--- config.mk ---
export PLATFORM = sky130hd
export DESIGN_NAME = rgbw_frame_decoder_flat
export DESIGN_NICKNAME = d
export VERILOG_FILES = /design/src/rtl/rgbw_frame_decoder_if.sv /design/src/rtl/rgbw_frame_decoder.sv /design/src/flat_wrapper.sv
export SDC_FILE = /design/constraint.sdc
export NUM_CORES = 1
export LEC_CHECK = 0
export CAP_MARGIN = 40
export CORE_MARGIN = 2
export CORE_UTILIZATION = 48
export DETAILED_ROUTE_END_ITERATION = 10
export GPL_TIMING_DRIVEN = 0
export PLACE_DENSITY = 0.75
export SETUP_SLACK_MARGIN = 0.1
export SLEW_MARGIN = 25
export SYNTH_ARGS = -nofsm -noshare
export SYNTH_HDL_FRONTEND = slang
export SYNTH_SLANG_ARGS = --single-unit
--- constraint.sdc ---
create_clock -name clk -period 1.8 [get_ports clk]
set_clock_uncertainty 0.15 [all_clocks]
set_input_delay 0.18 -clock clk [delete_from_list [all_inputs] [get_ports clk]]
set_output_delay 0.18 -clock clk [all_outputs]
set_load 0.01 [all_outputs]
--- src/rtl/rgbw_frame_decoder_if.sv ---
// ---------------------------------------------------------------------------
// rgbw_frame_decoder_if
//   Byte stream from the SPI receiver into the frame decoder.
//
//   Signals:
//     rdy        byte-ready level; a byte is taken on its rising edge
//     data_byte  received byte, stable while rdy is high
//     cs         raw SPI chip select, active low, asynchronous to clk
//
//   Handshake: there is no back-pressure. The master raises rdy with
//   data_byte stable and keeps it high for at least one clock. The slave
//   consumes exactly one byte per rising edge of rdy. rdy must then be low
//   for at least one clock before the next byte.
//
//   Modports:
//     master  drives the stream (SPI receiver / testbench)
//     slave   consumes the stream (frame decoder)
// ---------------------------------------------------------------------------
interface rgbw_frame_decoder_if;
  logic       rdy;
  logic [7:0] data_byte;
  logic       cs;

  modport master (output rdy, output data_byte, output cs);
  modport slave  (input  rdy, input  data_byte, input  cs);
endinterface

--- src/rtl/rgbw_frame_decoder.sv ---
// ---------------------------------------------------------------------------
// rgbw_frame_decoder
//   Assembles fixed-length command frames from the SPI byte stream and
//   atomically commits mode, intensity, RGBW levels and colour index to
//   registered outputs for the colour generator.
//
//   Frame: SYNC, mode, lint, red, green, blue, white, colorIdx, [checksum]
//
//   Optional feature macro: RGBW_DEC_CHECKSUM_EN
//     defined   : 9-byte frame; trailing XOR checksum over the 7 payload
//                 bytes is checked, mismatch raises frame_err.
//     undefined : 8-byte frame; commit follows colorIdx directly and
//                 frame_err is raised only by aborts.
//
//   Ports:
//     clk            system clock
//     reset          asynchronous active-low reset
//     bus            byte stream (rdy, data_byte, cs), slave side
//     mode_sync      committed mode byte
//     lint_sync      committed global intensity
//     red/green/blue/white_sync  committed channel levels
//     colorIdx_sync  committed colour-wheel index
//     upd            one-cycle pulse when new values are committed
//     frame_err      one-cycle pulse on checksum failure or abort
//     err_cnt        saturating count of frame_err pulses
//     busy           high while a frame is in progress
//     dbg_state_o    current FSM state encoding
// ---------------------------------------------------------------------------
module rgbw_frame_decoder #(
  parameter logic [7:0] SYNC_BYTE = 8'hA5,
  parameter int         ERR_W     = 4
) (
  input  logic             clk,
  input  logic             reset,
  rgbw_frame_decoder_if.slave bus,
  output logic [7:0]       mode_sync,
  output logic [7:0]       lint_sync,
  output logic [7:0]       red_sync,
  output logic [7:0]       green_sync,
  output logic [7:0]       blue_sync,
  output logic [7:0]       white_sync,
  output logic [7:0]       colorIdx_sync,
  output logic             upd,
  output logic             frame_err,
  output logic [ERR_W-1:0] err_cnt,
  output logic             busy,
  output logic [1:0]       dbg_state_o
);

  typedef enum logic [1:0] {
    ST_IDLE    = 2'd0,
    ST_PAYLOAD = 2'd1,
    ST_CHECK   = 2'd2,
    ST_COMMIT  = 2'd3
  } state_t;

  localparam logic [2:0] LAST_IDX = 3'd6;

  state_t           state_q, state_d;
  logic [2:0]       idx_q, idx_d;
  logic [7:0]       shadow_q [0:6];
  logic             shadow_we;
  logic             commit;
  logic             rdy_q;
  logic             stb;
  logic             cs_m_q, cs_s_q;
  logic             upd_q;
  logic             frame_err_q, frame_err_d;
  logic [ERR_W-1:0] err_cnt_q;
  logic [7:0]       mode_q, lint_q, red_q, green_q, blue_q, white_q, cidx_q;
`ifdef RGBW_DEC_CHECKSUM_EN
  logic [7:0]       csum_q, csum_d;
`endif

  // Rising-edge detect on the receiver's ready level.
  assign stb = bus.rdy & ~rdy_q;

  always_ff @(posedge clk or negedge reset) begin
    if (!reset) begin
      rdy_q  <= 1'b0;
      cs_m_q <= 1'b1;
      cs_s_q <= 1'b1;
    end else begin
      rdy_q  <= bus.rdy;
      cs_m_q <= bus.cs;
      cs_s_q <= cs_m_q;
    end
  end

  // State register and datapath registers.
  always_ff @(posedge clk or negedge reset) begin
    if (!reset) begin
      state_q     <= ST_IDLE;
      idx_q       <= 3'd0;
      upd_q       <= 1'b0;
      frame_err_q <= 1'b0;
      err_cnt_q   <= '0;
      for (int i = 0; i < 7; i++) shadow_q[i] <= 8'h00;
`ifdef RGBW_DEC_CHECKSUM_EN
      csum_q      <= 8'h00;
`endif
    end else begin
      state_q     <= state_d;
      idx_q       <= idx_d;
      upd_q       <= commit;
      frame_err_q <= frame_err_d;
      if (frame_err_d && (err_cnt_q != {ERR_W{1'b1}}))
        err_cnt_q <= err_cnt_q + {{(ERR_W-1){1'b0}}, 1'b1};
      if (shadow_we) shadow_q[idx_q] <= bus.data_byte;
`ifdef RGBW_DEC_CHECKSUM_EN
      csum_q      <= csum_d;
`endif
    end
  end

  // Committed outputs change only on the COMMIT cycle.
  always_ff @(posedge clk or negedge reset) begin
    if (!reset) begin
      mode_q  <= 8'h00;
      lint_q  <= 8'h00;
      red_q   <= 8'h00;
      green_q <= 8'h00;
      blue_q  <= 8'h00;
      white_q <= 8'h00;
      cidx_q  <= 8'h00;
    end else if (commit) begin
      mode_q  <= shadow_q[0];
      lint_q  <= shadow_q[1];
      red_q   <= shadow_q[2];
      green_q <= shadow_q[3];
      blue_q  <= shadow_q[4];
      white_q <= shadow_q[5];
      cidx_q  <= shadow_q[6];
    end
  end

  // Next-state logic. Deselect (cs_s high) mid-frame wins over a byte on
  // the same edge; the partially filled shadows are simply overwritten by
  // the next frame, so nothing needs clearing.
  always_comb begin
    state_d     = state_q;
    idx_d       = idx_q;
    shadow_we   = 1'b0;
    commit      = 1'b0;
    frame_err_d = 1'b0;
`ifdef RGBW_DEC_CHECKSUM_EN
    csum_d      = csum_q;
`endif
    case (state_q)
      ST_IDLE: begin
        if (stb && (bus.data_byte == SYNC_BYTE)) begin
          state_d = ST_PAYLOAD;
          idx_d   = 3'd0;
`ifdef RGBW_DEC_CHECKSUM_EN
          csum_d  = 8'h00;
`endif
        end
      end
      ST_PAYLOAD: begin
        if (cs_s_q) begin
          state_d     = ST_IDLE;
          frame_err_d = 1'b1;
        end else if (stb) begin
          shadow_we = 1'b1;
          idx_d     = idx_q + 3'd1;
`ifdef RGBW_DEC_CHECKSUM_EN
          csum_d    = csum_q ^ bus.data_byte;
          if (idx_q == LAST_IDX) state_d = ST_CHECK;
`else
          if (idx_q == LAST_IDX) state_d = ST_COMMIT;
`endif
        end
      end
`ifdef RGBW_DEC_CHECKSUM_EN
      ST_CHECK: begin
        if (cs_s_q) begin
          state_d     = ST_IDLE;
          frame_err_d = 1'b1;
        end else if (stb) begin
          if (bus.data_byte == csum_q) begin
            state_d = ST_COMMIT;
          end else begin
            state_d     = ST_IDLE;
            frame_err_d = 1'b1;
          end
        end
      end
`endif
      ST_COMMIT: begin
        commit  = 1'b1;
        state_d = ST_IDLE;
      end
      default: state_d = ST_IDLE;
    endcase
  end

  assign mode_sync     = mode_q;
  assign lint_sync     = lint_q;
  assign red_sync      = red_q;
  assign green_sync    = green_q;
  assign blue_sync     = blue_q;
  assign white_sync    = white_q;
  assign colorIdx_sync = cidx_q;
  assign upd           = upd_q;
  assign frame_err     = frame_err_q;
  assign err_cnt       = err_cnt_q;
  assign busy          = (state_q != ST_IDLE);
  assign dbg_state_o   = state_q;

endmodule

--- src/flat_wrapper.sv ---
// flat-port wrapper written by rule: the top's interface ports become plain ports
module rgbw_frame_decoder_flat 
#(
  parameter logic [7:0] SYNC_BYTE = 8'hA5,
  parameter int         ERR_W     = 4
)
  (clk, reset, mode_sync, lint_sync, red_sync, green_sync, blue_sync, white_sync, colorIdx_sync, upd, frame_err, err_cnt, busy, dbg_state_o, bus_rdy, bus_data_byte, bus_cs);
  rgbw_frame_decoder_if bus_i ();
  input  logic clk;
  input  logic reset;
  output logic [7:0] mode_sync;
  output logic [7:0] lint_sync;
  output logic [7:0] red_sync;
  output logic [7:0] green_sync;
  output logic [7:0] blue_sync;
  output logic [7:0] white_sync;
  output logic [7:0] colorIdx_sync;
  output logic upd;
  output logic frame_err;
  output logic [ERR_W-1:0] err_cnt;
  output logic busy;
  output logic [1:0] dbg_state_o;
  input wire logic [$bits(bus_i.rdy)-1:0] bus_rdy;
  input wire logic [$bits(bus_i.data_byte)-1:0] bus_data_byte;
  input wire logic [$bits(bus_i.cs)-1:0] bus_cs;
  assign bus_i.rdy = bus_rdy;
  assign bus_i.data_byte = bus_data_byte;
  assign bus_i.cs = bus_cs;
  rgbw_frame_decoder #(.SYNC_BYTE(SYNC_BYTE), .ERR_W(ERR_W)) u_core (.clk(clk), .reset(reset), .bus(bus_i), .mode_sync(mode_sync), .lint_sync(lint_sync), .red_sync(red_sync), .green_sync(green_sync), .blue_sync(blue_sync), .white_sync(white_sync), .colorIdx_sync(colorIdx_sync), .upd(upd), .frame_err(frame_err), .err_cnt(err_cnt), .busy(busy), .dbg_state_o(dbg_state_o));
endmodule
==> results of run 1 <==
[final timing paths]
path                                       start            endpoint  slack, ns  cells past startpoint
setup / recovery           u_core.dbg_state_o[1]  u_core.shadow_q[2]      -0.24                      5
hold / removal                             reset          u_core.upd       0.02                      2
setup reg to reg           u_core.dbg_state_o[1]  u_core.shadow_q[2]      -0.24                      5
hold reg to reg                    u_core.cs_m_q       u_core.cs_s_q       0.21                      0
max in group asynchronous                  reset       u_core.cs_s_q       0.78                      3
min in group clk                         bus_rdy        u_core.rdy_q       0.04                      1
[placed cells by master (no fill, tap or decap), drive strengths merged, types with 4 or more instances in the layout]
cell type      instances
nor2                   5
dlygate4sd2           63
buf                   21
nand3                  4
mux2                 114
clkinvlp               5
clkdlybuf4s50         10
nand2                  5
nor2b                  5
clkbuf                26
dfrtp                124
[report_power, final]
group / switching [mW] / internal [mW]
clock: 1.18 / 2.07
combinational: 0.139 / 0.0886
sequential: 0.0317 / 2.88
total: 1.35 / 5.04
[worst max-delay path, stage by stage (launching register included)]
cell and delay [ns]:
dfrtp_2 0.42, or3b_4 0.42, nor3_4 0.27, and3_4 0.23, buf_12 0.13, mux2_4 0.29
[logic make-up (layout without fill, tap and decap cells)]
| group | after synthesis | in the layout | share of synthesized area, % |
|---|---|---|---|
| fa+ha+maj | 3 | 3 | 0.7705 |
| buf+inv | 10 | 134 | 1.207 |
| xor+xnor | 3 | 3 | 0.5394 |
| simple gates | 33 | 33 | 4.931 |
| mux | 114 | 114 | 26.96 |
| compound gates | 5 | 5 | 0.8218 |
| flops | 126 | 126 | 64.77 |
[routing by layer]
metal  global-route usage [%]  up-vias
li1                         -     1272
met1                    25.01     1470
met2                    29.73       65
met3                    6.301       10
met4                    6.857        0
met5                        0        -
[sequential cells by signal, summed over array words and instances, names as in the netlist]
| register | count |
|---|---|
| u_core.lint_sync | 8 |
| u_core.frame_err | 1 |
| u_core.upd | 1 |
| u_core.cs_m_q | 1 |
| u_core.idx_q | 3 |
| u_core.blue_sync | 8 |
| u_core.cs_s_q | 1 |
| u_core.white_sync | 8 |
| u_core.green_sync | 8 |
| u_core.colorIdx_sync | 8 |
| u_core.err_cnt | 4 |
| u_core.shadow_q | 56 |
| u_core.rdy_q | 1 |
| u_core.red_sync | 8 |
| u_core.mode_sync | 8 |
| u_core.dbg_state_o | 2 |
[repair_timing]
item,CTS,global route
setup buffers,8,6
hold buffers,2,0
hold endpoints to repair,125,0
gates resized for setup,87,9
endpoints found under the setup margin,171,61
pin swaps,5,5
[area by class of cell]
| cell class | count | area [µm²] |
|---|---|---|
| buffer | 8 | 82.58 |
| inverter | 2 | 7.507 |
| tap | 133 | 166.4 |
| multi-input combinational | 158 | 1732 |
| timing repair buffer | 92 | 849.6 |
| clock inverter | 10 | 112.6 |
| clock buffer | 22 | 462.9 |
| fill | 764 | 3248 |
| sequential | 126 | 3158 |
[per-stage QoR]
stage | utilization (%) | TNS [ns]
5_1_grt | 66.92 | -10.90
3_3_place_gp | 59.48 | -563.08
4_1_cts | 66.20 | -4.463
3_5_place_dp | 59.81 | -26.85
6_report | 66.92 | -7.356
2_1_floorplan | - | -3.194
==> metrics.txt, run 1 <==
outcome=finished, violations left; failing checks=negative setup slack; Placer Congestion=0.7876; count of input and output buffers=76; vias in the first global route=2993; # setup viols final=58; # IOs=77; crit path launch type=flop; die width=104.8 µm; Pwr Density=972.8 mW/mm²; initial DRC count=61; crit path DAT=2.29 ns; Fmax achieved=0.4909 GHz; worst setup margin=-0.2373 ns; worst hold slack=0.02234 ns; Placed Cells incl. Taps=504; initial antenna violation count=0; Synthesis Warnings=0; grt ovf=0; Sinks on Clock Net=126; critical path fanouts, max=8; DRC viols=0; CTS tree=yes; period utilization=113.2%; DIE AREA=0.01097 mm²; Reg clk slew, reported paths=0.05 ns; Final Non-Filler Cells=551; Post-Place Worst Slack=-0.5782 ns; Synth Register Bits=126; CTS buffer count=17; setup repair after global routing missed its margin=yes; share of cells above drive strength 1=45.22%; post-route ant nets=0; Worst-Skew Late Latency=0.52 ns; global-route wire length before repair=15810 µm; slew margin rel.=64.51%; max cap viols=0; Worst Tran Pin Value=0.5304 ns; Synth Net Count=309; Post-synth EDFFs=0; Max Used Layer=met4; Hold Path Class=in -> async; DRT met1 WL=4297 µm; final slew viol count=0; worst vdd ir=554.8 µV; Synth async-reset ratio=100.0%; Total Wirelength=9720 µm; register area share after synthesis=64.77%; top-count cell post-synth=dfrtp_1; drt pass-1 iters=4; top cell type's share of synthesized area=63.69%; Synth area leaders=dfrtp_1 64%, mux2_2 24%, mux2_4 2.5%, dfstp_2 1.1%, ha_1 0.77%; Netlist cell types=38; synth cell count leaders=124 x dfrtp_1, 105 x mux2_2, 8 x mux2_4, 5 x nor2b_1, 4 x nor2_1; Layout Nets=420; CTS max path bufs=2; worst path required time=2.05 ns; DP HPWL=6039 µm; die height=104.8 µm; Design Area, Final=0.006571 mm²; Worst Setup End Kind=flop; H-tree depth=4; Synth Cell Area=0.004872 mm²; ANT cells=0; root buf cell=clkbuf_8; DP Area=0.005873 mm²; Lkg Pwr=3.565 nW; placement row count=36; Routed met3 length=557 µm; Syn Area/Cell=16.57 µm²; Initial Utilization=49.62%; core area=0.009819 mm²; DR vias=2817; Final Hold Viols=0; Syn Inst Count=294; Yosys top cell by area=dfrtp_1; dominant synthesized flop cell=dfrtp_1; minimum clock period after layout=2.037 ns; Routed WL per cell=17.64 µm; WS Path Type=reg -> reg; Area Overhead vs Synth=34.87%; met2 wire length=4729 µm; vias per cell=5.113; Global Route Usage Sum=19.05%; largest net degree at the start of global routing=75; Power Total=6.393 mW
No activity file was read; power rests on OpenSTA's default activity.
==> run 2, diff against run 1 <==
- CORE_UTILIZATION: 48 -> 45
- CTS_CLUSTER_DIAMETER: unset -> 60
- PLACE_DENSITY: 0.75 -> 0.71
==> run 2 against run 1 <==
Effect of this change: the run still ends with negative setup slack left; sequential power barely moved; via count up 1.6%; design area rose by 0.78%; first-iteration DRC count rose by 21%; clock power rose by 4%; worst setup slack better by 0.089 ns; power grew 1.9%; register-to-register slack improved by 0.09 ns; sequential cell count stayed put; critical path type unchanged; largest cell class unchanged.
==> metrics.txt, run 2 (synthesis results as in run 1) <==
outcome=finished, violations left; failing checks=negative setup slack; Lkg Pwr=3.585 nW; Placer Congestion=0.7987; max cap viols=0; post-route ant nets=0; DP Area=0.005877 mm²; sequential share of power=44.7%; Reg clk slew, reported paths=0.06 ns; share of cells above drive strength 1=45.61%; Routed WL per cell=17.39 µm; Global Route Usage Sum=18.32%; ANT cells=0; DP HPWL=5967 µm; Power Total=6.517 mW; CTS tree=yes; final core area utilization=63.58%; count of input and output buffers=76; Worst Setup End Kind=flop; Pwr Density=984.0 mW/mm²; combinational share of power=3.5%; initial antenna violation count=0; Area Overhead vs Synth=35.93%; crit path DAT=2.18 ns; Layout Nets=423; crit path launch type=flop; Fmax achieved=0.5132 GHz; die width=108.1 µm; vias per cell=5.138; Switch Pwr=1.403 mW; # IOs=77; placement row count=37; root buf cell=clkbuf_8; P_int=5.114 mW; core area=0.01042 mm²; Most flops, register=u_core.shadow_q; most frequent cells in the layout=123 x dfrtp_1, 104 x mux2_2, 63 x dlygate4sd2_1; final slew viol count=0; initial DRC count=74; die height=108.1 µm; Hold Path Class=in -> reg; CTS max path bufs=2; # setup viols final=57; Initial Utilization=46.77%; largest net degree at the start of global routing=100; worst path required time=2.03 ns; Design Area, Final=0.006623 mm²; WS Path Type=reg -> reg; H-tree depth=4; period utilization=108.2%; DR vias=2862; worst vdd ir=571.7 µV; Worst Tran Pin Value=0.5479 ns; vias in the first global route=2987; layout filler cell count=842; minimum clock period after layout=1.948 ns; grt ovf=0; global-route wire length before repair=15770 µm; Largest register FFs=56; setup repair after global routing missed its margin=yes; Clock Power Share=51.9%; Final Hold Viols=0; CTS buffer count=17; Net Sw Frac=21.52%; commonest non-fill, non-tap cell in the layout=dfrtp_1; DIE AREA=0.01168 mm²; critical path fanouts, max=8; DRC viols=0; drt pass-1 iters=6; Total Wirelength=9689 µm; Sinks on Clock Net=126; slew margin rel.=63.47%; worst setup margin=-0.1484 ns; Worst-Skew Late Latency=0.50 ns
run 2: changes by cell type in the layout (fill, tap and decap cells not counted), sizes merged:
| cell | delta |
|---|---|
| clkbuf | -4 |
| buf | +3 |
| bufinv | +1 |
| clkdlybuf4s15 | +1 |
| clkinv | +1 |
| clkinvlp | +1 |
run 2: cell type report:
cell class / count / area [µm²] / area share, %
inverters: 2 / 7.507 / 0.1134
well taps: 136 / 170.2 / 2.569
flip-flops and latches: 126 / 3157 / 47.67
clock buffers: 19 / 431.7 / 6.518
repair buffers: 95 / 860.8 / 13.00
clock inverters: 13 / 166.4 / 2.513
multi-input cells: 158 / 1734 / 26.19
plain buffers: 8 / 95.09 / 1.436
run 2: per-layer routing:
layer	up-vias	track usage (%)	wire, µm
met2	74	29.07	4745
li1	1287	-	-
met4	0	6.044	89
met3	9	6.570	603
met5	-	0	0
met1	1492	23.58	4250
run 2: worst max-delay path, stage by stage, from the launching register on:
cell and delay [ns]:
dfrtp_2 0.42, or3b_4 0.41, nor3_4 0.18, and3_4 0.22, buf_12 0.13, mux2_4 0.30
run 2: power groups by stage:
stage               Combinational [mW]  Sequential, mW  Clock (mW)
CTS                              0.230            2.91        3.44
floorplan                       0.0763            2.96           0
global placement                 0.212            2.96           0
detailed placement               0.226            2.96           0
finish                           0.225            2.91        3.38
global route                     0.253            2.92        3.60
run 2: timing repair:
action	in CTS	in global routing
cloned	0	0
endpoints found under the hold margin	127	0
pin swaps	2	0
hold buffers	3	0
setup endpoints to repair	171	99
gates resized for setup	88	7
setup buffers	7	8
run 2: per-stage QoR:
stage | setup TNS, ns | hold slack, ns | cells | worst slack, ns
floorplan | -3.194 | -0.2656 | 294 | -0.2446
global placement | -558.98 | 0.1977 | 506 | -4.719
detailed placement | -26.12 | -0.1105 | 507 | -0.5954
CTS | -6.517 | 0.02807 | 549 | -0.1421
global route | -7.837 | 0.04388 | 557 | -0.2113
finish | -3.544 | 0.04821 | 557 | -0.1484
run 2: worst paths after layout:
check	start	end	slack (ns)	cells past startpoint
setup / recovery	u_core.dbg_state_o[1]	u_core.shadow_q[6]	-0.15	5
hold / removal	bus_rdy	u_core.rdy_q	0.05	1
setup reg to reg	u_core.dbg_state_o[1]	u_core.shadow_q[6]	-0.15	5
hold reg to reg	u_core.cs_m_q	u_core.cs_s_q	0.21	0
max in group asynchronous	reset	u_core.err_cnt[2]	0.90	3
min in group asynchronous	reset	u_core.cs_m_q	0.07	2
